<file path="src/rtl/vid_seq_pkg.sv">
// Shared definitions for the video line sequencer: FSM state encoding,
// state width and the saturation limit used by the optional status counters
// (enabled with VID_SEQ_STATUS_COUNTERS_EN).
package vid_seq_pkg;

    localparam int STATE_W = 3;
    localparam logic [15:0] SAT_LIMIT = 16'hFFFF;

    typedef enum logic [STATE_W-1:0] {
        IDLE       = 3'd0,
        SYNC       = 3'd1,
        WAIT_FRAME = 3'd2,
        ACTIVE     = 3'd3,
        RESYNC     = 3'd4
    } seq_state_e;

    // Increment that holds at the saturation limit.
    function automatic logic [15:0] sat_inc(input logic [15:0] value);
        return (value == SAT_LIMIT) ? value : (value + 16'd1);
    endfunction

endpackage

</file>
<file path="src/rtl/vid_plane_phase_counter.sv">
// Colour-plane phase tracker. In serial mode it counts accepted beats
// 0..N-1 and flags the beat that completes a sample; otherwise every beat
// is a complete sample.
module vid_plane_phase_counter
    import vid_seq_pkg::*;
#(
    parameter int NUMBER_OF_COLOUR_PLANES       = 3,
    parameter int COLOUR_PLANES_ARE_IN_PARALLEL = 0,
    parameter int LOG2_NUMBER_OF_COLOUR_PLANES  = 2
) (
    input  logic clk,
    input  logic rst,
    input  logic i_clr,
    input  logic i_advance,
    input  logic i_hd_sdn,
    output logic o_start_of_sample,
    output logic o_sample_strobe
);

    localparam int PW = LOG2_NUMBER_OF_COLOUR_PLANES;
    localparam logic [PW-1:0] LAST_PHASE = PW'(NUMBER_OF_COLOUR_PLANES - 1);
    localparam logic [PW-1:0] ONE_P = PW'(1);
    localparam bit SERIAL_CAPABLE = (NUMBER_OF_COLOUR_PLANES > 1) &&
                                    (COLOUR_PLANES_ARE_IN_PARALLEL == 0);

    logic          w_serial;
    logic [PW-1:0] r_phase;

    assign w_serial          = SERIAL_CAPABLE && !i_hd_sdn;
    assign o_start_of_sample = w_serial ? (r_phase == '0) : 1'b1;
    assign o_sample_strobe   = i_advance & (w_serial ? (r_phase == LAST_PHASE) : 1'b1);

    // Phase register: held at 0 when cleared or when each beat is a full sample.
    always_ff @(posedge clk or posedge rst) begin
        if (rst) begin
            r_phase <= '0;
        end else if (i_clr || !w_serial) begin
            r_phase <= '0;
        end else if (i_advance) begin
            r_phase <= (r_phase == LAST_PHASE) ? '0 : (r_phase + ONE_P);
        end
    end

endmodule

</file>
<file path="src/rtl/vid_line_sequencer.sv">
// Paces an Avalon-ST pixel stream into the clocked-video output: locks to
// frame starts, accepts beats on active-picture cycles, tracks x/y/plane
// position and flags underflow and sop/eop misalignment.
// Optional error counters are built when VID_SEQ_STATUS_COUNTERS_EN is defined.
module vid_line_sequencer
    import vid_seq_pkg::*;
#(
    parameter int NUMBER_OF_COLOUR_PLANES       = 3,
    parameter int COLOUR_PLANES_ARE_IN_PARALLEL = 0,
    parameter int LOG2_NUMBER_OF_COLOUR_PLANES  = 2,
    parameter int DIM_WIDTH                     = 16
) (
    input  logic                 clk,
    input  logic                 rst,
    input  logic                 enable,
    input  logic                 mode_change,
    input  logic                 hd_sdn,
    input  logic [DIM_WIDTH-1:0] h_active,
    input  logic [DIM_WIDTH-1:0] v_active,
    input  logic                 frame_start,
    input  logic                 active_req,
    input  logic                 vid_valid,
    input  logic                 vid_sop,
    input  logic                 vid_eop,
    output logic                 vid_ready,
    output logic                 data_take,
    output logic                 start_of_sample,
    output logic                 eol,
    output logic                 eof,
    output logic                 underflow,
    output logic                 misalign,
    input  logic                 clear_status,
    output logic [STATE_W-1:0]   state
`ifdef VID_SEQ_STATUS_COUNTERS_EN
    ,
    output logic [15:0]          underflow_count,
    output logic [15:0]          misalign_count
`endif
);

    localparam logic [DIM_WIDTH-1:0] ONE_D = DIM_WIDTH'(1);

    seq_state_e           r_state;
    logic [DIM_WIDTH-1:0] r_x, r_y, r_h, r_v;
    logic                 r_first, r_eol, r_eof, r_underflow, r_misalign;

    logic w_hold, w_active, w_req, w_take, w_strobe, w_sos, w_ready;
    logic w_x_last, w_y_last, w_frame_end;
    logic w_sop_err, w_first_err, w_eop_early, w_eop_missing;
    logic w_uf_evt, w_ma_evt;

    // mode_change and a dropped enable both park the sequencer in IDLE.
    assign w_hold   = mode_change | ~enable;
    assign w_active = (r_state == ACTIVE) & ~w_hold;
    assign w_req    = w_active & active_req & vid_valid;

    // A sop arriving mid-frame is left in the FIFO so RESYNC can lock on it.
    assign w_sop_err = w_req & vid_sop & ~r_first;
    assign w_take    = w_req & ~w_sop_err;

    vid_plane_phase_counter #(
        .NUMBER_OF_COLOUR_PLANES       (NUMBER_OF_COLOUR_PLANES),
        .COLOUR_PLANES_ARE_IN_PARALLEL (COLOUR_PLANES_ARE_IN_PARALLEL),
        .LOG2_NUMBER_OF_COLOUR_PLANES  (LOG2_NUMBER_OF_COLOUR_PLANES)
    ) u_phase (
        .clk               (clk),
        .rst               (rst),
        .i_clr             (w_hold | (r_state != ACTIVE)),
        .i_advance         (w_take),
        .i_hd_sdn          (hd_sdn),
        .o_start_of_sample (w_sos),
        .o_sample_strobe   (w_strobe)
    );

    assign w_x_last    = (r_x == (r_h - ONE_D));
    assign w_y_last    = (r_y == (r_v - ONE_D));
    assign w_frame_end = w_strobe & w_x_last & w_y_last;

    assign w_first_err   = w_req & r_first & ~vid_sop;
    assign w_eop_early   = w_take & vid_eop & ~w_frame_end;
    assign w_eop_missing = w_frame_end & ~vid_eop;
    assign w_ma_evt      = w_sop_err | w_first_err | w_eop_early | w_eop_missing;
    assign w_uf_evt      = w_active & active_req & ~vid_valid;

    // Beat acceptance: discard non-sop beats while hunting, take beats when active.
    always_comb begin
        w_ready = 1'b0;
        case (r_state)
            SYNC, RESYNC: w_ready = vid_valid & ~vid_sop;
            ACTIVE:       w_ready = w_take;
            default:      w_ready = 1'b0;
        endcase
        if (w_hold) begin
            w_ready = 1'b0;
        end else begin
            w_ready = w_ready;
        end
    end

    assign vid_ready       = w_ready;
    assign data_take       = w_take;
    assign start_of_sample = w_sos;
    assign eol             = r_eol;
    assign eof             = r_eof;
    assign underflow       = r_underflow;
    assign misalign        = r_misalign;
    assign state           = r_state;

    // Sequencer FSM with x/y position tracking and line/frame end pulses.
    always_ff @(posedge clk or posedge rst) begin
        if (rst) begin
            r_state <= IDLE;
            r_x     <= '0;
            r_y     <= '0;
            r_h     <= '0;
            r_v     <= '0;
            r_first <= 1'b0;
            r_eol   <= 1'b0;
            r_eof   <= 1'b0;
        end else if (w_hold) begin
            r_state <= IDLE;
            r_x     <= '0;
            r_y     <= '0;
            r_first <= 1'b0;
            r_eol   <= 1'b0;
            r_eof   <= 1'b0;
        end else begin
            r_eol <= 1'b0;
            r_eof <= 1'b0;
            case (r_state)
                IDLE: r_state <= SYNC;
                SYNC, RESYNC: begin
                    if (vid_valid && vid_sop) begin
                        r_state <= WAIT_FRAME;
                    end
                end
                WAIT_FRAME: begin
                    if (frame_start) begin
                        r_state <= ACTIVE;
                        r_h     <= h_active;
                        r_v     <= v_active;
                        r_first <= 1'b1;
                        r_x     <= '0;
                        r_y     <= '0;
                    end
                end
                ACTIVE: begin
                    if (w_take) begin
                        r_first <= 1'b0;
                    end
                    if (w_uf_evt || w_ma_evt) begin
                        r_state <= RESYNC;
                        r_x     <= '0;
                        r_y     <= '0;
                    end else if (w_strobe) begin
                        if (w_x_last) begin
                            r_x   <= '0;
                            r_eol <= 1'b1;
                            if (w_y_last) begin
                                r_y     <= '0;
                                r_eof   <= 1'b1;
                                r_state <= SYNC;
                            end else begin
                                r_y <= r_y + ONE_D;
                            end
                        end else begin
                            r_x <= r_x + ONE_D;
                        end
                    end
                end
                default: r_state <= IDLE;
            endcase
        end
    end

    // Sticky error flags; a new error outranks a simultaneous clear.
    always_ff @(posedge clk or posedge rst) begin
        if (rst) begin
            r_underflow <= 1'b0;
            r_misalign  <= 1'b0;
        end else begin
            r_underflow <= w_uf_evt | (r_underflow & ~clear_status);
            r_misalign  <= w_ma_evt | (r_misalign & ~clear_status);
        end
    end

`ifdef VID_SEQ_STATUS_COUNTERS_EN
    logic [15:0] r_uf_cnt, r_ma_cnt;

    // Saturating error-event counters; an event during a clear restarts at one.
    always_ff @(posedge clk or posedge rst) begin
        if (rst) begin
            r_uf_cnt <= 16'd0;
            r_ma_cnt <= 16'd0;
        end else begin
            if (w_uf_evt) begin
                r_uf_cnt <= clear_status ? 16'd1 : sat_inc(r_uf_cnt);
            end else if (clear_status) begin
                r_uf_cnt <= 16'd0;
            end
            if (w_ma_evt) begin
                r_ma_cnt <= clear_status ? 16'd1 : sat_inc(r_ma_cnt);
            end else if (clear_status) begin
                r_ma_cnt <= 16'd0;
            end
        end
    end

    assign underflow_count = r_uf_cnt;
    assign misalign_count  = r_ma_cnt;
`endif

endmodule

</file>
<file path="config.mk">
export PLATFORM = sky130hd
export DESIGN_NAME = vid_line_sequencer
export DESIGN_NICKNAME = d
export VERILOG_FILES = /design/src/rtl/vid_seq_pkg.sv /design/src/rtl/vid_plane_phase_counter.sv /design/src/rtl/vid_line_sequencer.sv
export SDC_FILE = /design/constraint.sdc
export NUM_CORES = 1
export LEC_CHECK = 0
export CELL_PAD_IN_SITES_DETAIL_PLACEMENT = 1
export CELL_PAD_IN_SITES_GLOBAL_PLACEMENT = 2
export CORE_MARGIN = 10
export CORE_UTILIZATION = 39
export DETAILED_ROUTE_END_ITERATION = 10
export PLACE_DENSITY_LB_ADDON = 0.2
export SYNTH_ARGS = -nofsm -noshare
export SYNTH_HDL_FRONTEND = slang
export SYNTH_SLANG_ARGS = --single-unit
</file>
<file path="constraint.sdc">
create_clock -name clk -period 7.2 [get_ports clk]
set_input_delay 2.16 -clock clk [delete_from_list [all_inputs] [get_ports clk]]
set_output_delay 2.16 -clock clk [all_outputs]
set_load 0.1 [all_outputs]
</file>
==> results of run 1 <==
worst paths after layout:
kind                       startpoint         to  cells past startpoint
setup / recovery               enable  data_take                      7
max in group asynchronous         rst     r_h[1]                      3
hold / removal                r_y[15]    r_y[15]                      1
setup reg to reg               r_h[0]     r_x[5]                     10
hold reg to reg               r_y[15]    r_y[15]                      1
min in group asynchronous         rst     r_v[1]                      2
cell families (layout without fill, tap and decap cells):
kind of cell    after synthesis  after routing  synth area share (%)
simple gates                198            198                 22.88
compound gates              113            113                 16.72
flops                        74             74                 36.76
buf+inv                      55             99                 4.744
mux                          47             47                 10.16
xor+xnor                     43             43                 7.750
fa+ha+maj                     4              4                0.9936
registers in the layout, summed over array words and instances, names as in the netlist:
signal and flops:
eof 1, eol 1, misalign 1, r_first 1, r_h 16, r_v 16, r_x 16, r_y 16
state 3, u_phase.r_phase 2, underflow 1
critical path: stages:
cell	delay, ns
clkdlybuf4s50_1	0.44
nor2b_1	0.12
buf_4	0.15
and3_1	0.24
nand4_1	0.25
inv_1	0.23
buf_4	0.32
power breakdown:
| group | switching (mW) | internal [mW] |
|---|---|---|
| registers | 0.0289 | 0.432 |
| logic | 0.146 | 0.124 |
| clock network | 0.167 | 0.247 |
| total | 0.342 | 0.803 |
metrics by stage:
step	utilization, %	setup slack [ns]	cells	power, mW	hold slack, ns
2_1_floorplan	-	0.3459	534	0.6614	0.4706
3_3_place_gp	45.04	1.161	737	0.7271	0.5167
3_5_place_dp	45.04	1.108	737	0.7386	0.5153
4_1_cts	47.10	1.104	750	1.157	0.5338
5_1_grt	47.10	0.9827	750	1.208	0.5653
6_report	47.10	1.122	750	1.145	0.5275
layout make-up:
cell class / count / area, um^2
Clock buffer: 13 / 260.3
Inverter: 31 / 116.4
Sequential cell: 74 / 1852
Tap cell: 172 / 215.2
Fill cell: 1464 / 6675
Timing Repair Buffer: 55 / 535.5
Multi-Input combinational cell: 405 / 2965
synth_stat cells, drive strengths merged (5+ instances only):
library cell / count / area [um^2]
a211oi: 18 / 147.6
a21o: 8 / 60.06
a21oi: 17 / 100.1
a22o: 7 / 61.31
and3: 13 / 81.33
buf: 11 / 72.57
clkbuf: 13 / 50.04
dfrtp: 74 / 1852
inv: 31 / 116.4
mux2: 33 / 371.6
mux2i: 14 / 140.1
nand2: 34 / 127.6
nand2b: 11 / 68.82
nand3: 35 / 175.2
nor2: 31 / 116.4
nor2b: 5 / 31.28
nor3: 15 / 80.08
nor4: 14 / 123.9
o211ai: 5 / 37.54
o21ai: 21 / 105.1
o22ai: 6 / 37.54
o32ai: 5 / 51.30
or3: 5 / 31.28
or4: 6 / 45.04
xnor2: 30 / 262.8
xor2: 12 / 105.1
metal layers:
layer	vias to the layer above	global-route usage, %
met3	14	2.782
met4	0	5.623
met5	-	0
met1	2109	21.47
li1	2044	-
met2	58	25.25
==> results.json, run 1 <==
{
  "grt_util_all_layers_pct": 16.00,
  "num_antenna_cells": 0,
  "critPathRequiredTime_ns": 5.04,
  "clk_latency_ns": 0.34,
  "max-slew-margin-rel_pct": 32.92,
  "wl_met2_um": 6458,
  "cts.sinks": 74,
  "synth.avg_cell_area_um2": 9.433,
  "wirelength_um": 13840,
  "powerDensity_nw_per_um2": 192.6,
  "numCtsBuffers": 9,
  "finalSetupViolCount": 0,
  "wl_met1_um": 6729,
  "clockBufferDepth": 2,
  "crit_fanout": 8,
  "dieArea_um2": 17860,
  "htree_num_levels": 3,
  "final_nets": 623,
  "ir_worst_vdd_mv": 0.07956,
  "cts_tree": "built",
  "die_w_um": 133.7,
  "finalClockSkew_ns": 0.007515,
  "root_buffer": "clkbuf_16",
  "synth_flop_cell": "dfrtp_1",
  "timing.final.crit_share_pct": 84.42,
  "core_um2": 12620,
  "dpl.hpwl_um": 10340,
  "grt_pass1_wl_um": 23650,
  "place.gp.congestion": 0.8175,
  "clk_pin_slew_ns": 0.05,
  "vias_per_cell": 5.633,
  "die_h_um": 133.7,
  "ys_types": 74,
  "fin_crit_ns": 6.078,
  "grt_max_degree": 44,
  "routed.top_layer": "met4",
  "final_common_cell": "dfrtp_1",
  "p_leak_nw": 2.476,
  "cts-resized-gates": 0,
  "syn_nets": 581,
  "post-cts-setup-buffer-count": 0,
  "antenna_found_initial": 0,
  "ant_nets": 0,
  "r2r_slack_ns": 3.32,
  "ys_warn_count": 0,
  "grt-ovfl-total": 0,
  "dpl_cell_area_um2": 5684,
  "ios": 53,
  "synthCells": 534,
  "drv_slew": 0,
  "drv_cap": 0,
  "drive_gt1_share_pct": 12.46,
  "first_pass_iters": 4,
  "synth-edff-count": 0,
  "setup.worst_path.class": "in -> out",
  "route.detailed.drc": 0,
  "initial_core_util_pct": 39.92,
  "start_kind": "primary input",
  "end_kind": "output pin",
  "wire_per_inst_um": 18.45,
  "wl_met3_um": 443,
  "rsz0062_at_grt": "no",
  "setup_tns_ns": 0,
  "drtIter0Drc": 244,
  "syn-cell-area_um2": 5037,
  "ys_seq_elements": 74,
  "grt_pass1_vias": 4501,
  "hold_viol": 0,
  "hold_buffers": 0,
  "yosysSeqAreaShare_pct": 36.76,
  "design_area_um2": 5944,
  "status": "completed",
  "row_count": 41,
  "async_flop_share_pct": 100.0,
  "port_buffers": 52,
  "via_count": 4225,
  "syn_to_final_growth_pct": 18.01,
  "tightestPinTransition_ns": 1.002,
  "hp-class": "reg -> reg",
  "arrival_ns": 3.92,
  "final_cell_mix": "74 x dfrtp_1, 49 x clkdlybuf4s50_1, 35 x nand3_1",
  "max_freq_mhz": 164.5
}
Power figures use the tool's default switching activity.
==> run 2, diff against run 1 <==
- CORE_UTILIZATION: 39 -> 33
- clock period: 7.2 -> 5.3 ns (I/O delays scaled with it)
==> run 2 against run 1 <==
  * Design area up 2.1%
  * Combinational power is 36% higher
  * Power increased by 46%
  * Setup slack worse by 0.64 ns
  * Sequential power rose by 36%
  * Routed wire length rose by 3.0%
  * Register-to-register slack lost 1.7 ns
  * Non-clock buffer count up 5
==> results.json, run 2 (synthesis results as in run 1) <==
{
  "end_kind": "output pin",
  "place.gp.congestion": 0.8125,
  "grt_max_degree": 59,
  "status": "completed",
  "clockBufferDepth": 2,
  "whs_ns": 0.5333,
  "first_pass_iters": 4,
  "p_sw_share_pct": 28.71,
  "timing.final.crit_share_pct": 90.88,
  "final_nets": 628,
  "via_count": 4242,
  "ios": 53,
  "root_buffer": "clkbuf_16",
  "setup.worst_path.class": "in -> out",
  "combPwrFrac_pct": 22.0,
  "hold_viol": 0,
  "clk_latency_ns": 0.35,
  "dpl.hpwl_um": 10770,
  "initial_core_util_pct": 33.38,
  "design_area_um2": 6072,
  "cts-resized-gates": 0,
  "dp_slack_ns": 0.4745,
  "grt_pass1_wl_um": 23550,
  "numCtsBuffers": 9,
  "hold_buffers": 0,
  "rsz0062_at_grt": "no",
  "row_count": 45,
  "grt_util_all_layers_pct": 14.26,
  "cts.sinks": 74,
  "start_kind": "primary input",
  "num_antenna_cells": 0,
  "htree_num_levels": 3,
  "fin_util_pct": 40.24,
  "syn_to_final_growth_pct": 20.54,
  "busiest_layer": "met2",
  "cts_tree": "built",
  "max_freq_mhz": 207.6,
  "final_cell_mix": "74 x dfrtp_1, 49 x clkdlybuf4s50_1, 35 x nand3_1",
  "antenna_found_initial": 0,
  "route.detailed.drc": 0,
  "finalSetupViolCount": 0,
  "grt-ovfl-total": 0,
  "vias_per_cell": 5.488,
  "die_h_um": 143.6,
  "clkPwrFrac_pct": 40.7,
  "ir_worst_vdd_mv": 0.1432,
  "grt_pass1_vias": 4543,
  "final_common_cell": "dfrtp_1",
  "placed_cells": 758,
  "postLayoutSetupSlackWorst_ns": 0.4834,
  "core_um2": 15090,
  "wirelength_um": 14250,
  "clk_pin_slew_ns": 0.06,
  "die_w_um": 143.6,
  "wire_per_inst_um": 18.43,
  "port_buffers": 52,
  "fillers": 1749,
  "seqPwrFrac_pct": 37.4,
  "p_int_mw": 1.193,
  "drtIter0Drc": 197,
  "use_met2_pct": 21.80,
  "ant_nets": 0,
  "drv_slew": 0,
  "powerDensity_nw_per_um2": 275.5,
  "max-slew-margin-rel_pct": 34.54,
  "p_leak_nw": 2.532,
  "use_met3_pct": 2.805,
  "finalClockSkew_ns": 0.008773,
  "arrival_ns": 3.23,
  "use_met1_pct": 19.01,
  "tightestPinTransition_ns": 0.9789,
  "setup_tns_ns": 0,
  "drv_cap": 0,
  "critPathRequiredTime_ns": 3.71,
  "crit_fanout": 6,
  "fin_crit_ns": 4.817,
  "switchingPower_uw": 480.2,
  "dieArea_um2": 20610,
  "dpl_cell_area_um2": 5752,
  "finish.cell_count_without_fillers": 773,
  "power_mw": 1.673,
  "hp-class": "reg -> reg",
  "drive_gt1_share_pct": 13.50,
  "post-cts-setup-buffer-count": 0
}
[run 2: cell types whose count changed in the layout (fill, tap and decap cells not counted), sizes merged]
cell,previous run,this run
buf,6,11
bufinv,0,2
[run 2: worst max-delay path: stages]
cell and delay [ns]:
clkdlybuf4s50_1 0.45, nor2b_1 0.17, and3_1 0.28, nand4_1 0.25, inv_1 0.27, buf_12 0.21
[run 2: layout make-up]
cell class	count	area, um^2	share of cell area (%)
multi-input cells	405	2950	48.59
clock inverters	2	60.06	0.9891
flip-flops and latches	74	1852	30.50
repair buffers	60	598.1	9.850
clock buffers	13	260.3	4.286
well taps	188	235.2	3.874
inverters	31	116.4	1.916
[run 2: final timing paths]
kind	depth (start not counted)	endpoint	slack, ns	start
max	6	data_take	0.48	enable
min	1	r_h[15]	0.53	r_h[15]
max reg2reg	11	r_x[12]	1.64	r_h[0]
min reg2reg	1	r_h[15]	0.53	r_h[15]
max in group asynchronous	3	r_x[0]	2.63	rst
min in group asynchronous	2	r_v[13]	1.54	rst
[run 2: layer usage]
metal | vias to the layer above | share of wire, %
met5 | - | 0
met4 | 0 | 1.8
met3 | 18 | 3.2
met2 | 59 | 45
met1 | 2108 | 50
li1 | 2057 | -
[run 2: power groups by stage]
stage / Clock [mW] / Combinational [mW] / Sequential [mW]
after floorplan: 0 / 0.272 / 0.626
after global placement: 0 / 0.358 / 0.634
after detailed placement: 0 / 0.368 / 0.636
after CTS: 0.700 / 0.370 / 0.625
after global routing: 0.727 / 0.407 / 0.630
final: 0.680 / 0.368 / 0.625
==> run 3, diff against run 2 <==
- CORE_UTILIZATION: 33 -> 39
- clock period: 5.3 -> 5.8 ns (I/O delays scaled with it)
==> run 3 against run 2 <==
  * Power decreased by 3.9%
  * Hold slack got worse by 0.0075 ns
  * Largest cell class unchanged
  * Sequential power decreased by 8.3%
  * Non-clock buffer count decreased by 2
  * Clock skew decreased by 0.00083 ns
==> results.json, run 3 (synthesis results as in run 1) <==
{
  "clockBufferDepth": 2,
  "grt_pass1_wl_um": 23510,
  "r2r_slack_ns": 2.12,
  "num_antenna_cells": 0,
  "drtIter0Drc": 250,
  "hp-class": "reg -> reg",
  "vias_per_cell": 5.638,
  "placed_cells": 740,
  "whs_ns": 0.5258,
  "setup_tns_ns": 0,
  "setup.worst_path.class": "in -> out",
  "cts.sinks": 74,
  "start_kind": "primary input",
  "numCtsBuffers": 9,
  "finish.cell_count_without_fillers": 756,
  "arrival_ns": 3.46,
  "critPathMaxStageDelay_ns": 0.44,
  "route.detailed.drc": 0,
  "whs_path_depth": 1,
  "port_buffers": 52,
  "rr_worst_depth": 11,
  "path_buf_inv": 4,
  "finalSetupViolCount": 0,
  "die_w_um": 133.7,
  "dpl.hpwl_um": 10530,
  "switchingPower_uw": 440.3,
  "power_mw": 1.607,
  "via_count": 4262,
  "clkPwrFrac_pct": 43.5,
  "final_common_cell": "dfrtp_1",
  "drv_cap": 0,
  "antenna_found_initial": 0,
  "final_nets": 626,
  "final_cell_mix": "74 x dfrtp_1, 49 x clkdlybuf4s50_1, 35 x nand3_1",
  "rsz0062_at_grt": "no",
  "grt_max_degree": 36,
  "grt_util_all_layers_pct": 15.98,
  "regToRegEndpoint": "r_y[13]",
  "grt_pass1_vias": 4590,
  "place.gp.congestion": 0.8420,
  "hold_start": "r_y[15]",
  "postLayoutSetupSlackWorst_ns": 0.6047,
  "syn_to_final_growth_pct": 20.79,
  "htree_num_levels": 3,
  "timing.final.crit_share_pct": 89.57,
  "critPathRequiredTime_ns": 4.06,
  "root_buffer": "clkbuf_16",
  "p_sw_share_pct": 27.40,
  "status": "completed",
  "ir_worst_vdd_mv": 0.1201,
  "min_to": "r_y[15]",
  "critPathSlowestCell": "clkdlybuf4s50_1",
  "grt-ovfl-total": 0,
  "core_um2": 12620,
  "r2r-start": "r_h[0]",
  "clk_pin_slew_ns": 0.06,
  "cts-resized-gates": 0,
  "fin_crit_ns": 5.195,
  "seqPwrFrac_pct": 35.6,
  "first_pass_iters": 4,
  "ios": 53,
  "finalClockSkew_ns": 0.007946,
  "initial_core_util_pct": 39.92,
  "critPathTopFamily": "buffers and inverters",
  "dp_slack_ns": 0.6014,
  "p_int_mw": 1.167,
  "max_freq_mhz": 192.5,
  "max-slew-margin-rel_pct": 26.05,
  "p_leak_nw": 2.546,
  "ant_nets": 0,
  "hold_buffers": 0,
  "wire_per_inst_um": 18.51,
  "post-cts-setup-buffer-count": 0,
  "dieArea_um2": 17860,
  "cts_tree": "built",
  "path_cells": "clkdlybuf4s50_1, nor2b_1, buf_4, and3_1, nand4_1, inv_1, buf_12",
  "crit_fanout": 8,
  "wirelength_um": 14000,
  "tightestPinTransition_ns": 1.109,
  "combPwrFrac_pct": 20.9,
  "drv_slew": 0,
  "die_h_um": 133.7,
  "hold_viol": 0,
  "clk_latency_ns": 0.34,
  "powerDensity_nw_per_um2": 264.1,
  "drive_gt1_share_pct": 13.53,
  "row_count": 41,
  "end_kind": "output pin"
}
-- run 3: changes by cell type in the layout (fill, tap and decap cells not counted) --
| cell | change |
|---|---|
| clkbuf_8 | -1 |
| buf_4 | -2 |
| clkinv_2 | +1 |
| clkbuf_1 | -1 |
| bufinv_16 | +2 |
-- run 3: power groups by stage --
| stage | clock (mW) | combinational (mW) | sequential, mW |
|---|---|---|---|
| after global placement | 0 | 0.324 | 0.580 |
| after global routing | 0.738 | 0.370 | 0.577 |
| after detailed placement | 0 | 0.336 | 0.581 |
| after CTS | 0.714 | 0.338 | 0.572 |
| final | 0.699 | 0.335 | 0.573 |
| after floorplan | 0 | 0.249 | 0.572 |
-- run 3: worst reg2reg max path: stages, from the launching register on --
cell and delay (ns):
dfrtp_1 0.44, inv_1 0.08, ha_1 0.36, or3b_2 0.52
o2111a_1 0.25, a211o_1 0.26, a31oi_1 0.33, nor3_2 0.10
a21oi_2 0.61, buf_4 0.38, a211oi_1 0.08, mux2i_1 0.19
-- run 3: worst max-delay path by stage --
stage	start	cells after the start	to	slack, ns
3_5_place_dp	enable	7	vid_ready	0.60
3_3_place_gp	enable	7	vid_ready	0.66
6_report	enable	7	data_take	0.60
2_1_floorplan	enable	4	vid_ready	0.54
4_1_cts	enable	7	data_take	0.59
5_1_grt	enable	7	data_take	0.48
-- run 3: through the flow --
step / utilization [%] / cell area (um^2)
floorplan: - / 5037
global placement: 45.30 / 5717
detailed placement: 45.30 / 5717
CTS: 48.22 / 6085
global route: 48.22 / 6085
finish: 48.22 / 6085
-- run 3: layout make-up --
| type | count | area, um^2 |
|---|---|---|
| Fill cell | 1482 | 6535 |
| Multi-Input combinational cell | 405 | 2950 |
| Sequential cell | 74 | 1852 |
| Timing Repair Buffer | 58 | 583.1 |
| Clock buffer | 11 | 242.7 |
| Tap cell | 172 | 215.2 |
| Clock inverter | 5 | 125.1 |
| Inverter | 31 | 116.4 |
-- run 3: metal layers --
layer | wire length, um | part of all wire [%] | track usage, %
met1 | 6792 | 49 | 21.35
met2 | 6612 | 47 | 25.41
met3 | 444 | 3.2 | 3.045
met4 | 148 | 1.1 | 5.018
met5 | 0 | 0 | 0
